$ cat src/rtl/ifu_pkg.sv
// Shared types and constants for the instruction fetch unit.
package ifu_pkg;

  localparam int          INSN_W   = 32;
  localparam logic [31:0] PC_INC   = 32'd4;
  localparam logic [31:0] NOP_INSN = 32'h0000_0013;

  typedef enum logic {
    RUN,
    FAULT
  } ifu_state_e;

  typedef struct packed {
    logic [31:0]       pc;
    logic [INSN_W-1:0] insn;
  } ifu_entry_t;

endpackage

$ cat src/rtl/ifu_fifo.sv
// In-order instruction buffer holding fetched words with their PCs.
// Exposes the head and the entry behind it so the owner can register the next head.
module ifu_fifo
  import ifu_pkg::*;
#(
  parameter int DEPTH = 4
) (
  input  logic                     clk,
  input  logic                     rst,
  input  logic                     push,
  input  ifu_entry_t               push_data,
  input  logic                     pop,
  input  logic                     clear,
  output logic                     full,
  output logic                     empty,
  output logic [$clog2(DEPTH):0]   count,
  output ifu_entry_t               head,
  output ifu_entry_t               head_next
);

  localparam int AW = $clog2(DEPTH);
  localparam int CW = AW + 1;

  ifu_entry_t    mem [DEPTH];
  logic [AW-1:0] rd_ptr;
  logic [AW-1:0] wr_ptr;
  logic          push_ok;
  logic          pop_ok;

  assign full      = (count == CW'(DEPTH));
  assign empty     = (count == '0);
  assign pop_ok    = pop && !empty;
  assign push_ok   = push && (!full || pop_ok);
  assign head      = mem[rd_ptr];
  assign head_next = mem[rd_ptr + AW'(1)];

  always_ff @(posedge clk) begin
    if (push_ok && !clear) begin
      mem[wr_ptr] <= push_data;
    end
  end

  // Clear wins over a simultaneous push: the word belongs to the abandoned path.
  always_ff @(posedge clk) begin
    if (rst || clear) begin
      rd_ptr <= '0;
      wr_ptr <= '0;
      count  <= '0;
    end else begin
      if (push_ok) wr_ptr <= wr_ptr + AW'(1);
      if (pop_ok)  rd_ptr <= rd_ptr + AW'(1);
      count <= count + CW'(push_ok) - CW'(pop_ok);
    end
  end

endmodule

$ cat src/rtl/instr_fetch_unit.sv
// Sequential instruction fetch with in-order buffering and redirect flush.
// Define IFU_MISALIGN_CHECK_EN to trap misaligned redirects into a sticky FAULT state.
module instr_fetch_unit
  import ifu_pkg::*;
#(
  parameter logic [31:0] RESET_PC        = 32'h0000_0000,
  parameter int          FIFO_DEPTH      = 4,
  parameter int          MAX_OUTSTANDING = 4
) (
  input  logic        clk,
  input  logic        rst,
  output logic        imem_req_valid,
  input  logic        imem_req_ready,
  output logic [31:0] imem_req_addr,
  input  logic        imem_rsp_valid,
  input  logic [31:0] imem_rsp_data,
  output logic [31:0] ins,
  output logic [31:0] ins_pc,
  output logic        ins_valid,
  input  logic        ins_ready,
  input  logic        redirect,
  input  logic [31:0] redirect_pc,
  output logic        fetch_fault
);

  localparam int CW = $clog2(FIFO_DEPTH) + 1;

  ifu_state_e    state;
  logic [31:0]   fetch_pc;
  logic [31:0]   rsp_pc;
  logic [31:0]   target_pc;
  logic [CW-1:0] outstanding;
  logic [CW-1:0] drop_cnt;
  logic [CW-1:0] fifo_count;
  logic [CW:0]   occupancy;
  logic          fifo_full;
  logic          fifo_empty;
  logic          req_fire;
  logic          push;
  logic          pop;
  logic          misaligned;
  logic          nxt_valid;
  ifu_entry_t    head;
  ifu_entry_t    head_next;
  ifu_entry_t    push_entry;
  ifu_entry_t    nxt_entry;

`ifdef IFU_MISALIGN_CHECK_EN
  assign target_pc  = redirect_pc;
  assign misaligned = redirect && (redirect_pc[1:0] != 2'b00);
`else
  assign target_pc  = redirect_pc & 32'hFFFF_FFFC;
  assign misaligned = 1'b0;
`endif

  // Live occupancy counts buffered words plus requests whose words will be kept.
  assign occupancy      = {1'b0, fifo_count} + {1'b0, outstanding} - {1'b0, drop_cnt};
  assign imem_req_valid = !rst && (state == RUN) && (occupancy < (CW+1)'(FIFO_DEPTH))
                          && (outstanding < CW'(MAX_OUTSTANDING));
  assign imem_req_addr  = fetch_pc;
  assign req_fire       = imem_req_valid && imem_req_ready;
  assign push           = imem_rsp_valid && (drop_cnt == '0) && !redirect && (state == RUN);
  assign pop            = ins_valid && ins_ready;
  assign push_entry     = '{pc: rsp_pc, insn: imem_rsp_data};

  ifu_fifo #(.DEPTH(FIFO_DEPTH)) u_fifo (
    .clk       (clk),
    .rst       (rst),
    .push      (push),
    .push_data (push_entry),
    .pop       (pop),
    .clear     (redirect),
    .full      (fifo_full),
    .empty     (fifo_empty),
    .count     (fifo_count),
    .head      (head),
    .head_next (head_next)
  );

  // The output registers track what the buffer head will be after this edge.
  always_comb begin
    nxt_valid = 1'b0;
    nxt_entry = head;
    if (!redirect && state == RUN) begin
      if (pop) begin
        if (fifo_count > CW'(1)) begin
          nxt_valid = 1'b1;
          nxt_entry = head_next;
        end else if (push) begin
          nxt_valid = 1'b1;
          nxt_entry = push_entry;
        end
      end else if (!fifo_empty) begin
        nxt_valid = 1'b1;
        nxt_entry = head;
      end else if (push) begin
        nxt_valid = 1'b1;
        nxt_entry = push_entry;
      end
    end
  end

  always_ff @(posedge clk) begin
    if (rst) begin
      state       <= RUN;
      fetch_pc    <= RESET_PC;
      rsp_pc      <= RESET_PC;
      outstanding <= '0;
      drop_cnt    <= '0;
      fetch_fault <= 1'b0;
      ins_valid   <= 1'b0;
      ins         <= '0;
      ins_pc      <= '0;
    end else begin
      outstanding <= outstanding + CW'(req_fire) - CW'(imem_rsp_valid);
      if (redirect) begin
        drop_cnt <= outstanding + CW'(req_fire) - CW'(imem_rsp_valid);
        fetch_pc <= target_pc;
        rsp_pc   <= target_pc;
        if (misaligned) begin
          state       <= FAULT;
          fetch_fault <= 1'b1;
        end
      end else begin
        if (req_fire) fetch_pc <= fetch_pc + PC_INC;
        if (imem_rsp_valid && drop_cnt != '0) drop_cnt <= drop_cnt - CW'(1);
        if (push) rsp_pc <= rsp_pc + PC_INC;
      end
      ins_valid <= nxt_valid;
      if (nxt_valid) begin
        ins    <= nxt_entry.insn;
        ins_pc <= nxt_entry.pc;
      end
    end
  end

  assert property (@(posedge clk) disable iff (rst) !(push && fifo_full && !pop));

endmodule

$ cat config.mk
export PLATFORM = sky130hd
export DESIGN_NAME = instr_fetch_unit
export DESIGN_NICKNAME = d
export VERILOG_FILES = /design/src/rtl/ifu_pkg.sv /design/src/rtl/ifu_fifo.sv /design/src/rtl/instr_fetch_unit.sv
export SDC_FILE = /design/constraint.sdc
export NUM_CORES = 1
export LEC_CHECK = 0
export BUFFER_PORTS_ARGS = -buffer_cell sky130_fd_sc_hd__buf_2
export CORE_ASPECT_RATIO = 0.5
export CORE_MARGIN = 3
export CORE_UTILIZATION = 50
export CTS_CLUSTER_DIAMETER = 200
export DETAILED_ROUTE_END_ITERATION = 10
export GPL_TIMING_DRIVEN = 0
export HOLD_SLACK_MARGIN = 0.12
export PLACE_DENSITY = 0.69
export SLEW_MARGIN = 15
export SYNTH_ARGS = -nofsm -noshare
export SYNTH_HDL_FRONTEND = slang
export SYNTH_SLANG_ARGS = --single-unit
$ cat constraint.sdc
create_clock -name clk -period 9.5 [get_ports clk]
set_input_delay 1.425 -clock clk [delete_from_list [all_inputs] [get_ports clk]]
set_output_delay 1.425 -clock clk [all_outputs]
set_load 0.01 [all_outputs]
==> flow_summary.toml, run 1 <==
[drt]
via_count = 13124
avgRoutedWirePerCell_um = 25.0
ant_nets = 0
via_per_inst = 6.36
remaining_drc_errors = 0
drt_wl_total_mm = 51.6
drt_first_pass_iters = 7
drtIter0Drc = 1538

[critical_path]
criticalPathCategory = "reg -> out"
max_stage_delay_ps = 530
crit_top_cell = "inv_1"
crit_fanout = 7
cp-start-kind = "flop"
path_cells = "inv_1 -> fa_1 -> inv_1 -> ha_1 -> and3b_1 -> or3_1 -> buf_6 -> a2111oi_0 -> buf_2"
worstPathArrival_ps = 3300
required_ps = 8080
endpoint_kind = "output pin"
slowest_stage = "a2111oi_0"

[logic_synthesis]
synth_area_leaders = "edfxtp_1, mux4_2, dfxtp_1"
yosysTopAreaCell = "edfxtp_1"
syn_inst = 1351
synth-seq-cells = 386
ys.flop_type = "edfxtp_1"
synth_edf_count = 248
syn_area_sq_mm = 0.0179
ys.warnings.count = 0
synth-seq-area-share = 0.569
avgSynthCellArea_sq_um = 13.3
async_flop_share = 0
synth.distinct_cells = 72
netlist.area_leader.share = 0.415

[place]
hpwl_mm = 35.1
gp_congestion = 0.899
pre_cts_slack_ps = 5060
dpl_cell_area_sq_mm = 0.0195
io_buffers = 161
dp.cells = 1995

[power]
powerDensity_mw_per_mm2 = 209
p_leak_nw = 7.10
total_power_w = 0.00433
ir_drop_uv = 169

[finish]
nets = 1648
fin_cells = 2062
multi_input_area_sq_mm = 0.00725
drive_above_1_share = 0.246
register_area_sq_mm = 0.0102
synthToLayoutAreaGrowth_pct = 15.7
final_design_area_no_fill_sq_mm = 0.0208
fill_cells = 2789

[timing]
clock.fmax_mhz = 211
worst_pin_slew_ps = 1250
slew_viol_final = 0
setup_viol = 0
period_minus_slack_ps = 4730
tns_ps = 0
fin_skew_ps = 12.9
slew_headroom = 0.163
final_hold_viol_count = 0
fin_crit_sh = 0.498
rsz0062_at_grt = "no"
finalWorstSetupSlack_ps = 4770

[clocking]
cts_buffers = 36
clk_pin_slew_ps = 60
clkLatencyLatePin_ps = 540
clock-sinks = 386
cts_max_path_buffers = 3
cts_setup_buffers = 0
cts_resized = 0
ctsRootBufferMaster = "clkbuf_16"
h-tree-depth = 2
tritoncts = "done"
postCtsHoldBufs = 0

[floorplan]
fp-row-count = 48
start_util = 0.514
dieArea_sq_mm = 0.0383
die_w_um = 274
ioPinCount = 169
die_h_um = 140
core_sq_mm = 0.0350

[global_routing]
grt_pass1_vias = 13337
grt_busiest_layer = "met2"
antenna_found_initial = 2
met1_usage = 0.364
grtUsageMet3 = 0.0502
grt_util_all_layers = 0.270
grt_overflow = 0
use_met2 = 0.453
grt_start_max_net_pins = 42
grt_pass1_wl_mm = 79.0

[hold_path]
hold_path.class = "reg -> reg"

[run]
max_cap_viol_count = 0

[status]
outcome = "complete, no violations"
## cell families (layout without fill, tap and decap cells)
logic type	count (synthesis)	in the layout	synth area share
AOI/OAI and AO/OA	309	309	0.115
xor gates and xnor gates	38	38	0.0185
adders and majority gates	20	20	0.0156
buffers and inverters	126	357	0.0291
DFF	386	386	0.569
muxes	129	129	0.159
other	1	6	0.000209
and+or+nand+nor	342	342	0.0946
## layout by cell type, fill, tap and decap left out, drive strengths merged, types with 23 or more instances in the layout
cell    netlist  final
inv          21     24
o21ai        79     79
buf          29    194
nor2        115    115
xor2         23     23
a41oi        26     26
clkbuf       74    121
mux4        124    124
edfxtp      248    248
a221oi       35     35
nand4        27     27
dfxtp       138    138
a21oi        81     81
nand2        97     97
nand3        23     23
## cells in the mapped netlist, types with 17 or more instances
| cell | instances |
|---|---|
| edfxtp_1 | 248 |
| dfxtp_1 | 138 |
| mux4_2 | 124 |
| nor2_1 | 115 |
| nand2_1 | 97 |
| a21oi_1 | 79 |
| o21ai_0 | 78 |
| clkbuf_1 | 74 |
| a221oi_1 | 35 |
| a41oi_1 | 26 |
| nand4_1 | 26 |
| nand3_1 | 23 |
| xor2_1 | 23 |
| inv_1 | 20 |
| a211oi_1 | 19 |
| a21boi_0 | 17 |
| buf_2 | 17 |
## worst max-delay path: cells and delay by family (launching register included)
kind / cells / cell delay, ps
compound gates: 1 / 530
flops: 1 / 410
fa+ha+maj: 2 / 750
simple gates: 2 / 540
buf+inv: 4 / 540
## metrics by stage
| step | hold WS [ps] | utilization |
|---|---|---|
| after floorplan | 502 | - |
| after global placement | 507 | 0.554 |
| after detailed placement | 510 | 0.558 |
| after CTS | 524 | 0.594 |
| after global routing | 550 | 0.594 |
| final | 525 | 0.594 |
## area by class of cell
cell class | count | share of cell area
repair buffers | 165 | 0.0441
clock inverters | 19 | 0.0127
plain buffers | 103 | 0.0209
flip-flops and latches | 386 | 0.492
diodes | 1 | 0.000121
clock buffers | 47 | 0.0483
well taps | 475 | 0.0286
multi-input cells | 843 | 0.349
inverters | 23 | 0.00428
## metal layers
layer,share of wire,vias up
li1,-,5724
met1,0.40,6708
met2,0.50,595
met3,0.079,95
met4,0.021,2
met5,0.00014,-
## power breakdown
part           switching [W]  internal [W]
combinational       0.000476      0.000275
sequential         0.0000982       0.00192
clock               0.000646      0.000917
total                0.00122       0.00311
## path summary, 6_finish.rpt
check / end / cells past startpoint / slack (ps) / startpoint
setup reg to reg: drop_cnt[2] / 17 / 5480 / u_fifo.count[1]
hold / removal: ins[7] / 2 / 530 / ins[7]
hold reg to reg: ins[7] / 2 / 530 / ins[7]
setup / recovery: imem_req_valid / 9 / 4770 / u_fifo.count[1]
## state kept, by name (all words and copies together), names as in the netlist, named ones only
signal         cells
drop_cnt           3
imem_req_addr     30
ins               32
ins_pc            30
ins_valid          1
outstanding        3
rsp_pc            30
u_fifo.count       3
u_fifo.mem       248
u_fifo.rd_ptr      2
u_fifo.wr_ptr      2
No activity file was read; power rests on OpenSTA's default activity.
==> run 2, diff against run 1 <==
--- a/config.mk
+++ b/config.mk
@@ -5,6 +5,7 @@
 export SDC_FILE = /design/constraint.sdc
 export NUM_CORES = 1
 export LEC_CHECK = 0
+export ABC_AREA = 1
 export BUFFER_PORTS_ARGS = -buffer_cell sky130_fd_sc_hd__buf_2
 export CORE_ASPECT_RATIO = 0.5
 export CORE_MARGIN = 3
@@ -13,7 +14,7 @@
 export DETAILED_ROUTE_END_ITERATION = 10
 export GPL_TIMING_DRIVEN = 0
 export HOLD_SLACK_MARGIN = 0.12
-export PLACE_DENSITY = 0.69
+export PLACE_DENSITY = 0.71
 export SLEW_MARGIN = 15
 export SYNTH_ARGS = -nofsm -noshare
 export SYNTH_HDL_FRONTEND = slang
==> constraint.sdc (replaced) <==
create_clock -name clk -period 4.15 [get_ports clk]
set_input_delay 0.6225 -clock clk [delete_from_list [all_inputs] [get_ports clk]]
set_output_delay 0.6225 -clock clk [all_outputs]
set_load 0.01 [all_outputs]
==> flow_summary.toml, run 2 <==
[status]
outcome = "complete, no violations"

[logic_synthesis]
yosys-mux-area-fraction = 0
synthAdderAreaFrac = 0.0141
synth-seq-area-share = 0.514
syn_inst = 2500
syn_area_sq_mm = 0.0199
synthSimpleGateAreaFrac = 0.213
synth_area_leaders = "edfxtp_1, dfxtp_1, nand2_1"
ys.warnings.count = 0
avgSynthCellArea_sq_um = 7.95
synth_top_family_by_area = "simple AND/OR/NAND/NOR gates"
ys.flop_type = "edfxtp_1"
synth.distinct_cells = 41
synth_common_cells = "nand2_1, o21ai_0, edfxtp_1, inv_1, a21oi_1"
synth-compound-area-share = 0.170
synth_edf_count = 248
yosysMostFrequentCell = "nand2_1"
async_flop_share = 0
synth-xor-area-share = 0.00787
netlist.area_leader.share = 0.375
synth-seq-cells = 386
yosysTopAreaCell = "edfxtp_1"

[critical_path]
crit_fanout = 10
rr_worst_depth = 22
endpoint_kind = "flop"
cp-start-kind = "flop"
criticalPathCategory = "reg -> reg"
crit_start = "outstanding[1]"
required_ps = 4640
worstPathArrival_ps = 4400
r2r_start = "outstanding[1]"

[finish]
synthToLayoutAreaGrowth_pct = 15.1
nets = 2805
fin_util = 0.597
top_regs = "u_fifo.mem: 248 flops, ins: 32 flops"
final_design_area_no_fill_sq_mm = 0.0229
drive_above_1_share = 0.115
layout_common_cells = "nand2_1, o21ai_0, edfxtp_1, inv_1, a21oi_1"
antenna_cells = 0
fill_cells = 3430
largest_reg_flops = 248
layout_commonest_cell = "nand2_1"
regMostFlops = "u_fifo.mem"

[drt]
drt_first_pass_iters = 7
drtIter0Drc = 2257
avgRoutedWirePerCell_um = 19.9
ant_nets = 0
drt_wl_total_mm = 64.8
via_per_inst = 5.78
remaining_drc_errors = 0
via_count = 18863

[clocking]
cts_setup_buffers = 0
ctsRootBufferMaster = "clkbuf_16"
clkLatencyLatePin_ps = 550
clk_pin_slew_ps = 70
cts_resized = 0
tritoncts = "done"
cts_buffers = 37
postCtsHoldBufs = 0
clock-sinks = 386
h-tree-depth = 2
cts_max_path_buffers = 3

[timing]
final_hold_viol_count = 0
period_minus_slack_ps = 3910
clock.fmax_mhz = 256
worst_pin_slew_ps = 1040
slew_headroom = 0.302
fin_crit_sh = 0.942
setup_viol = 0
rsz0062_at_grt = "no"
slew_viol_final = 0
finalWorstSetupSlack_ps = 239
fin_skew_ps = 27.0

[floorplan]
dieArea_sq_mm = 0.0423
core_sq_mm = 0.0383
fp-row-count = 50
die_h_um = 147
die_w_um = 288
start_util = 0.519
ioPinCount = 169

[run]
max_cap_viol_count = 0

[global_routing]
antenna_found_initial = 1
grt_pass1_wl_mm = 96.9
grt_start_max_net_pins = 22
grt_pass1_vias = 17264
grt_util_all_layers = 0.296
grt_overflow = 0

[place]
dpl_cell_area_sq_mm = 0.0217
hpwl_mm = 44.8
gp_congestion = 0.988
pre_cts_slack_ps = 244
io_buffers = 160

[hold_path]
min_from = "imem_rsp_data[13]"
min_path_cells = 1
hold_path.class = "in -> reg"

[power]
ir_drop_uv = 239
p_leak_nw = 9.19
powerDensity_mw_per_mm2 = 419
run 2: cell types whose count changed after synthesis, sizes merged, moves of 18 or more:
| cell | before | now |
|---|---|---|
| a21boi | 18 | 0 |
| nor2 | 115 | 226 |
| nand2 | 97 | 671 |
| o21ai | 79 | 320 |
| nand3 | 23 | 141 |
| o211ai | 4 | 66 |
| mux4 | 124 | 0 |
| a41oi | 26 | 0 |
| inv | 21 | 243 |
| a221oi | 35 | 2 |
| nand4 | 27 | 7 |
| a211oi | 20 | 0 |
| buf | 29 | 71 |
| a21oi | 81 | 228 |
run 2: routing by layer:
layer | routed length [um] | global-route usage | up-vias | share of wire
li1 | - | - | 8762 | -
met1 | 25700 | 0.404 | 8781 | 0.40
met2 | 29400 | 0.477 | 1144 | 0.45
met3 | 7870 | 0.0588 | 176 | 0.12
met4 | 1930 | 0.0945 | 0 | 0.030
met5 | 0 | 0 | - | 0
run 2: cell type report:
| type | count | area, sq um | area share |
|---|---|---|---|
| Buffer | 146 | 691 | 0.0302 |
| Clock buffer | 53 | 1070 | 0.0467 |
| Clock inverter | 13 | 123 | 0.00536 |
| Inverter | 245 | 920 | 0.0402 |
| Multi-Input combinational cell | 1727 | 8110 | 0.354 |
| Sequential cell | 386 | 10200 | 0.446 |
| Tap cell | 520 | 651 | 0.0284 |
| Timing Repair Buffer | 172 | 1110 | 0.0485 |
run 2: stage by stage:
stage / instances / power, W / hold WS, ps / TNS [ps]
detailed placement: 3196 / 0.00621 / 483 / 0
floorplan: 2504 / 0.00557 / 459 / -30360
CTS: 3262 / 0.00956 / 295 / 0
global placement: 3184 / 0.00617 / 470 / -682460
global route: 3262 / 0.00992 / 310 / 0
finish: 3262 / 0.00959 / 310 / 0
run 2: final timing paths:
| kind | slack, ps | to |
|---|---|---|
| max | 240 | drop_cnt[2] |
| min | 310 | u_fifo.mem[1][13] |
| max reg2reg | 240 | drop_cnt[2] |
| min reg2reg | 490 | drop_cnt[2] |
run 2: cell families (layout without fill, tap and decap cells):
family | after synthesis | count (layout)
AO/OA/AOI/OAI | 633 | 633
XOR/XNOR | 17 | 17
adder cells (fa/ha/maj) | 20 | 20
buffers and inverters | 391 | 629
flip-flops | 386 | 386
other | 1 | 5
AND/OR/NAND/NOR | 1052 | 1052
run 2: worst max-delay path, cell delays in order, from the launching register on:
cell and delay, ps:
dfxtp_1 360, inv_1 100, fa_1 540, inv_1 40
ha_1 280, nand3_1 100, nand2_1 50, nand2_1 50
nand2_1 60, nor2_2 210, nand2_2 160, buf_2 250
ha_1 300, inv_1 60, ha_1 120, inv_1 40
fa_1 370, xnor2_1 190, xor2_1 170, inv_1 80
o21ai_0 140, nand3_1 100, nand2_1 100
run 2: where the power goes:
part / total [W] / switching [W] / internal, W
registers: 0.00459 / 0.000231 / 0.00436
clock network: 0.00342 / 0.00150 / 0.00192
logic: 0.00157 / 0.00104 / 0.000530
